==> config.mk <==
export PLATFORM = sky130hd
export DESIGN_NAME = sort_bist
export DESIGN_NICKNAME = d
export VERILOG_FILES = /design/src/rtl/sort_bist.sv
export SDC_FILE = /design/constraint.sdc
export NUM_CORES = 1
export LEC_CHECK = 0
export ABC_AREA = 1
export CAP_MARGIN = 0
export CORE_ASPECT_RATIO = 0.75
export CORE_UTILIZATION = 30
export DETAILED_ROUTE_END_ITERATION = 8
export GPL_TIMING_DRIVEN = 0
export PLACE_DENSITY_LB_ADDON = 0.05
export SYNTH_ARGS = -nofsm -noshare
export SYNTH_HDL_FRONTEND = slang
export SYNTH_SLANG_ARGS = --single-unit
==> constraint.sdc <==
create_clock -name clk -period 6.87 [get_ports clk]
set_input_delay 1.7175 -clock clk [delete_from_list [all_inputs] [get_ports clk]]
set_output_delay 1.7175 -clock clk [all_outputs]
set_load 0.03 [all_outputs]
==> src/rtl/sort_bist.sv <==
// Built-in self-test for a three-input descending sorter: sweeps every operand
// combination, checks the sorter's results LAT cycles later, and reports a verdict.
module sort_bist #(
  parameter int width = 3,
  parameter int LAT   = 1
) (
  input  logic                 clk,
  input  logic                 rst,
  input  logic                 start,
  output logic [width-1:0]     a,
  output logic [width-1:0]     b,
  output logic [width-1:0]     c,
  input  logic [width-1:0]     no1,
  input  logic [width-1:0]     no2,
  input  logic [width-1:0]     no3,
  output logic                 busy,
  output logic                 done,
  output logic                 pass,
  output logic [3*width:0]     err_cnt,
  output logic [3*width-1:0]   first_err
);

  localparam int IW = 3 * width;

  localparam logic [1:0] IDLE  = 2'd0;
  localparam logic [1:0] RUN   = 2'd1;
  localparam logic [1:0] DRAIN = 2'd2;
  localparam logic [1:0] DONE  = 2'd3;

  localparam logic [IW-1:0] IDX_MAX    = '1;
  localparam logic [2:0]    DRAIN_LAST = 3'(LAT - 1);

  logic [1:0]       state;
  logic [IW-1:0]    idx;
  logic [2:0]       drain_cnt;

  logic [width-1:0] hi, lo, s1, s2, s3;

  logic [IW-1:0]    exp_pipe [LAT];
  logic [IW-1:0]    idx_pipe [LAT];
  logic [LAT-1:0]   vld_pipe;

  logic             accept_start;
  logic             mismatch;

  assign a = idx[IW-1:2*width];
  assign b = idx[2*width-1:width];
  assign c = idx[width-1:0];

  assign busy = (state == RUN) || (state == DRAIN);
  assign done = (state == DONE);
  assign pass = done && (err_cnt == '0);

  assign accept_start = start && ((state == IDLE) || (state == DONE));
  assign mismatch     = vld_pipe[LAT-1] && ({no1, no2, no3} != exp_pipe[LAT-1]);

  // Reference sort: order a/b first, then slot c in relative to that pair.
  always_comb begin
    hi = a;
    lo = b;
    if (b > a) begin
      hi = b;
      lo = a;
    end
    s1 = hi;
    s2 = lo;
    s3 = c;
    if (c > hi) begin
      s1 = c;
      s2 = hi;
      s3 = lo;
    end else if (c > lo) begin
      s2 = c;
      s3 = lo;
    end
  end

  // Sweep control; idx parks on its final value so a, b, c hold after the sweep.
  always_ff @(posedge clk or posedge rst) begin
    if (rst) begin
      state     <= IDLE;
      idx       <= '0;
      drain_cnt <= '0;
    end else begin
      case (state)
        IDLE, DONE: begin
          if (start) begin
            state <= RUN;
            idx   <= '0;
          end
        end
        RUN: begin
          if (idx == IDX_MAX) begin
            state     <= DRAIN;
            drain_cnt <= '0;
          end else begin
            idx <= idx + 1'b1;
          end
        end
        DRAIN: begin
          if (drain_cnt == DRAIN_LAST)
            state <= DONE;
          else
            drain_cnt <= drain_cnt + 1'b1;
        end
        default: state <= IDLE;
      endcase
    end
  end

  // Expected value, vector index and valid travel together to line up with the sorter.
  always_ff @(posedge clk or posedge rst) begin
    if (rst) begin
      vld_pipe <= '0;
      for (int i = 0; i < LAT; i++) begin
        exp_pipe[i] <= '0;
        idx_pipe[i] <= '0;
      end
    end else begin
      vld_pipe[0] <= (state == RUN);
      exp_pipe[0] <= {s1, s2, s3};
      idx_pipe[0] <= idx;
      for (int i = 1; i < LAT; i++) begin
        vld_pipe[i] <= vld_pipe[i-1];
        exp_pipe[i] <= exp_pipe[i-1];
        idx_pipe[i] <= idx_pipe[i-1];
      end
    end
  end

  always_ff @(posedge clk or posedge rst) begin
    if (rst) begin
      err_cnt   <= '0;
      first_err <= '0;
    end else if (accept_start) begin
      err_cnt   <= '0;
      first_err <= '0;
    end else if (mismatch) begin
      if (err_cnt != '1)
        err_cnt <= err_cnt + 1'b1;
      if (err_cnt == '0)
        first_err <= idx_pipe[LAT-1];
    end
  end

endmodule
==> impl_results.md, run 1 <==
* Nets at 449
* Max clock buf depth at 2
* Vias in the first global route at 2332
* Worst-Skew Late Latency at 290 ps
* #FFs+latches synth at 52
* Hold Crit Class: flip-flop to flip-flop
* Die area at 10200 um2
* First-pass GRT wire length at 11300 um
* Root Driver: clkbuf_16
* Htree depth at 2
* Placer Congestion at 0.764
* Startpoint class of the critical path: flip-flop
* Slew Viols, Final at 0
* Sequential area share after synthesis at 44.3%
* Final wirelength at 6520 um
* CP peak stage delay at 660 ps
* CP max FO at 6
* Core area at 9270 um2
* Post-CTS resize count at 0
* Gr ovfl total at 0
* Synth Flop Type: dfrtp_1
* Starting DRT DRC Count at 110
* Row count at 30
* Worst Tran Pin Value at 453 ps
* Tot GR Track Use at 14.3%
* Yosys warns at 0
* Post-CTS Setup Bufs at 0
* # IOs at 43
* Most frequent cells in the layout: nand2_1 (94), dfrtp_1 (52), inv_1 (51)
* Die Wd at 116 um
* Clk sinks at 52
* Port bufs at 42
* Mean Syn Cell Area at 7.97 um2
* PwrDens at 352 nW/um2
* Slew margin rel. at 69.5%
* Reg clk slew, reported paths at 70 ps
* Setup CP Type: flip-flop to output pin
* First-pass iteration count of the detailed router at 5
* Fin util at 39.7%
* Worst ir drop on vdd at 0.177 mV
* Die height at 87.6 um
* # setup viols final at 0
* Setup TNS at 0 ps
* Number of nets still failing antenna checks after routing at 0
* Synth cell types at 33
* Max Cap Violations at 0
* Fmax at 254 MHz
* Ant. Diodes at 0
* Leakage at 0.00181 uW
* Vias at 2409
* HPWL after DPL at 5000 um
* Critical Path, Cell by Cell: inv_1, ha_1, nand2_1, nor4_1, and2_1, clkdlybuf4s50_1
* Layout Cell Area excl Fill at 3680 um2
* # fillers at 1008
* Post-Syn Area at 2930 um2
* Worst Path Required at 5150 ps
* Slowest-stage cell, CP: clkdlybuf4s50_1
* EDFF count, synth at 0
* Mapped Cells at 368
* Share of cells above drive strength 1 at 6.21%
* Syn nets at 399
* Largest net degree at the start of global routing at 39
* Async S/R FF share, synth at 100%
* Crit. End Element: output pin
* CP arrival at 2230 ps
* WL/cell at 11.9 um
* Minimum clock period at 3940 ps
* Via/cell ratio at 4.40
* Commonest non-fill, non-tap cell in the layout: nand2_1
* CTS Buf Count at 5
* Clk_skew at 7.79 ps
* Hold buffer count at CTS at 0
* Final Hold Vio Count at 0
* Crit share post-route at 57.4%
* Area growth, synth to finish at 25.5%
* CTS tree: done
* Placed cell area at 3530 um2
* Drt drc at 0
* Status: completed
* Initial Utilization at 31.6%
* RSZ-0062 raised after global routing: false
* Antenna violations before repair at 0
## critical path: cells and delay by family (launching register included)
kind | cells | cell delay, ps
buffers and inverters | 2 | 740
and+or+nand+nor | 3 | 590
DFF | 1 | 450
adders and majority gates | 1 | 140
## power by group
group	internal, uW	switching [uW]	total (uW)
Sequential	364	61.3	426
Clock	136	114	249
Combinational	217	404	622
Total	718	579	1300
## path summary, 6_finish.rpt
path	start	to	slack [ps]	depth (start not counted)
worst max-delay path	err_cnt[0]$_DFFE_PP0P_	pass	2930	6
worst min-delay path	idx[8]$_DFFE_PP0P_	idx_pipe[8]$_DFF_PP0_	480	0
worst max register to register	idx[7]$_DFFE_PP0P_	exp_pipe[3]$_DFF_PP0_	4050	17
worst min register to register	idx[8]$_DFFE_PP0P_	idx_pipe[8]$_DFF_PP0_	480	0
max in group asynchronous	rst	exp_pipe[8]$_DFF_PP0_	4640	3
min in group asynchronous	rst	first_err[4]$_DFFE_PP0P_	1710	2
## registers in the layout (all words and copies together) (netlist names)
signal     cells
drain_cnt      3
err_cnt       10
exp_pipe       9
first_err      9
idx            9
idx_pipe       9
state          2
vld_pipe       1
## cell usage after synthesis, drive strengths merged, types with 5 or more instances
master	instances	area share [%]
o21ai	29	5.1
ha	19	8.1
nand2	97	13
xor2	7	2.1
nand3	38	7.2
nor3	6	1.9
nor2	37	4.8
a21oi	10	1.8
dfrtp	52	44
inv	52	6.7
xnor2	5	1.5
## through the flow
| step | std cells | setup WS (ps) | power [uW] | hold slack [ps] |
|---|---|---|---|---|
| CTS | 547 | 2810 | 1320 | 492 |
| global route | 547 | 2730 | 1420 | 508 |
| global placement | 538 | 2780 | 1050 | 465 |
| floorplan | 368 | 3830 | 870 | 503 |
| detailed placement | 539 | 3140 | 1060 | 474 |
| finish | 547 | 2930 | 1300 | 480 |
## metal layers
| metal | wire length [um] | share of wire (%) | GRT usage (%) | up-vias |
|---|---|---|---|---|
| met4 | 47 | 0.72 | 3.15 | 0 |
| li1 | - | - | - | 1278 |
| met1 | 3500 | 54 | 20.4 | 1096 |
| met3 | 165 | 2.5 | 2.91 | 4 |
| met5 | 0 | 0 | 0 | - |
| met2 | 2810 | 43 | 22.4 | 31 |
## cells by family after synthesis
logic type      after synthesis  share of synthesized area (%)
fa+ha+maj                    19                           8.10
xor+xnor                     12                           3.58
simple gates                186                           28.6
buf+inv                      56                           7.46
flops                        52                           44.3
compound gates               43                           7.93
## layout make-up
| type | count | area, um2 | area share [%] |
|---|---|---|---|
| clock inverter | 3 | 21.3 | 0.578 |
| clock buffer | 5 | 125 | 3.40 |
| tap | 128 | 160 | 4.35 |
| multi-input combinational | 260 | 1410 | 38.4 |
| inverter | 52 | 195 | 5.30 |
| timing repair buffer | 43 | 440 | 12.0 |
| sequential | 52 | 1300 | 35.4 |
| buffer | 4 | 23.8 | 0.646 |
Power figures use the tool's default switching activity.
==> run 2: changes to the inputs <==
==> constraint.sdc (replaced) <==
create_clock -name clk -period 3.4 [get_ports clk]
set_input_delay 0.85 -clock clk [delete_from_list [all_inputs] [get_ports clk]]
set_output_delay 0.85 -clock clk [all_outputs]
set_load 0.03 [all_outputs]
==> results of run 2 <==
Same layout as run 1 (identical final DEF). Status: completed.
Among the figures that moved: setup slack after placement 3140 ps -> 541 ps; setup slack after layout 2930 ps -> 323 ps; register-to-register setup slack 4050 ps -> 580 ps; total power 1300 uW -> 2620 uW; worst IR drop on VDD 0.177 mV -> 0.358 mV
==> run 3: changes to the inputs <==
--- a/config.mk
+++ b/config.mk
@@ -9,6 +9,7 @@
 export CAP_MARGIN = 0
 export CORE_ASPECT_RATIO = 0.75
 export CORE_UTILIZATION = 30
+export CTS_BUF_LIST = sky130_fd_sc_hd__clkbuf_8
 export DETAILED_ROUTE_END_ITERATION = 8
 export GPL_TIMING_DRIVEN = 0
 export PLACE_DENSITY_LB_ADDON = 0.05
==> impl_results.md, run 3 (synthesized netlist as in run 1, its figures left out) <==
* Status: completed (unchanged)
* Htree depth at 2 (unchanged)
* Max layer used: met4 (unchanged)
* Placed cell area at 3530 um2 (unchanged)
* Final wirelength at 6550 um (was 6520 um)
* Crit. End Element: output pin (unchanged)
* Area growth, synth to finish at 23.5% (was 25.5%)
* R2r endpoint: exp_pipe[2]$_DFF_PP0_ (was exp_pipe[3]$_DFF_PP0_)
* Clk sinks at 52 (unchanged)
* Fin util at 39.1% (was 39.7%)
* Final Hold Vio Count at 0 (unchanged)
* Reg clk slew, reported paths at 100 ps (was 70 ps)
* WL met3 at 203 um (was 165 um)
* Hold Path Depth at 0 (unchanged)
* Antenna violations before repair at 0 (unchanged)
* Max Cap Violations at 0 (unchanged)
* Minimum clock period at 3120 ps (was 3080 ps)
* CTS tree: done (unchanged)
* Startpoint class of the critical path: flip-flop (unchanged)
* WL met1 at 3500 um (about the same)
* Starting DRT DRC Count at 111 (was 110)
* Port bufs at 42 (unchanged)
* Flop2flop setup slack at 570 ps (was 580 ps)
* R2R cell count at 14 (was 17)
* Row count at 30 (unchanged)
* Worst r2r src: idx[8]$_DFFE_PP0P_ (was idx[7]$_DFFE_PP0P_)
* Crit share post-route at 91.9% (was 90.5%)
* Hold buffer count at CTS at 0 (unchanged)
* Worst-Skew Late Latency at 320 ps (was 290 ps)
* # setup viols final at 0 (unchanged)
* Ant. Diodes at 0 (unchanged)
* Die Wd at 116 um (unchanged)
* Gr ovfl total at 0 (unchanged)
* Post-CTS resize count at 0 (unchanged)
* Vias in the first global route at 2322 (was 2332)
* CP max FO at 6 (unchanged)
* Tot GR Track Use at 14.4% (was 14.3%)
* Commonest non-fill, non-tap cell in the layout: nand2_1 (unchanged)
* Worst Path Required at 2550 ps (about the same)
* Fmax at 320 MHz (was 325 MHz)
* Max clock buf depth at 2 (unchanged)
* Nets at 449 (unchanged)
* Setup CP Type: flip-flop to output pin (unchanged)
* Most frequent cells in the layout: nand2_1 (94), dfrtp_1 (52), inv_1 (51) (unchanged)
* Slew Viols, Final at 0 (unchanged)
* Largest net degree at the start of global routing at 39 (unchanged)
* CP arrival at 2270 ps (was 2230 ps)
* Initial Utilization at 31.6% (unchanged)
* RSZ-0062 raised after global routing: false (unchanged)
* Met2 WL at 2790 um (was 2810 um)
* Top reg by flops: err_cnt (unchanged)
* Total Power at 2480 uW (was 2620 uW)
* Clk_skew at 8.53 ps (was 7.79 ps)
* Post-CTS Setup Bufs at 0 (unchanged)
* First-pass GRT wire length at 11300 um (about the same)
* Drt drc at 0 (unchanged)
* Die height at 87.6 um (unchanged)
* Root Driver: clkbuf_8 (was clkbuf_16)
* First-pass iteration count of the detailed router at 5 (unchanged)
* Core area at 9270 um2 (unchanged)
* WL/cell at 12.0 um (was 11.9 um)
* HPWL after DPL at 5000 um (unchanged)
* Hold path start: idx[8]$_DFFE_PP0P_ (unchanged)
* Hold Crit Class: flip-flop to flip-flop (unchanged)
* Hold endpoint: idx_pipe[8]$_DFF_PP0_ (unchanged)
* Number of nets still failing antenna checks after routing at 0 (unchanged)
* CTS Buf Count at 5 (unchanged)
* Vias at 2435 (was 2409)
* Leakage at 0.00179 uW (was 0.00181 uW)
* Die area at 10200 um2 (unchanged)
* # IOs at 43 (unchanged)
* PwrDens at 684 nW/um2 (was 712 nW/um2)
* Layout Cell Area excl Fill at 3620 um2 (was 3680 um2)
* Placer Congestion at 0.764 (unchanged)
* Via/cell ratio at 4.45 (was 4.40)
* Worst ir drop on vdd at 0.364 mV (was 0.358 mV)
* Share of cells above drive strength 1 at 6.21% (unchanged)
* Slew margin rel. at 69.0% (was 69.5%)
* Setup TNS at 0 ps (unchanged)
* Worst Tran Pin Value at 464 ps (was 453 ps)
* Number of flip-flops under the largest register name at 10 (unchanged)
-- run 3: area by class of cell --
class,count,area [um2]
fillers,1013,5650
multi-input cells,260,1410
flip-flops and latches,52,1300
repair buffers,43,440
inverters,52,195
well taps,128,160
clock buffers,5,68.8
plain buffers,4,23.8
clock inverters,3,21.3
-- run 3: stage by stage --
step	hold WS (ps)	worst slack, ps	instances
after floorplan	503	726	368
after global placement	465	178	538
after detailed placement	474	541	539
after CTS	500	167	547
after global routing	517	80.6	547
final	488	277	547
-- run 3: worst max path at each step --
| stage | startpoint | to | slack (ps) | cells after the start |
|---|---|---|---|---|
| 2_1_floorplan | idx[8]$_DFFE_PP0P_ | exp_pipe[2]$_DFF_PP0_ | 730 | 14 |
| 3_3_place_gp | rst | exp_pipe[1]$_DFF_PP0_ | 180 | 2 |
| 3_5_place_dp | err_cnt[0]$_DFFE_PP0P_ | pass | 540 | 6 |
| 4_1_cts | err_cnt[0]$_DFFE_PP0P_ | pass | 170 | 6 |
| 5_1_grt | err_cnt[0]$_DFFE_PP0P_ | pass | 80 | 6 |
| 6_report | err_cnt[0]$_DFFE_PP0P_ | pass | 280 | 6 |
-- run 3: metal layers --
layer	track usage [%]	up-vias
met5	0	-
met4	3.50	0
met3	2.91	8
met2	22.2	41
met1	20.6	1109
li1	-	1277
-- run 3: critical path, stage by stage, from the launching register on --
cell and delay, ps:
dfrtp_1 460, inv_1 80, ha_1 140, nand2_1 80, nor4_1 360, and2_1 180, clkdlybuf4s50_1 660
-- run 3: report_power, final --
| part | switching [uW] | leakage [uW] | total (uW) | internal (uW) |
|---|---|---|---|---|
| Combinational | 815 | 0.00104 | 1250 | 439 |
| Sequential | 124 | 0.000708 | 860 | 736 |
| Clock | 218 | 0.0000445 | 365 | 147 |
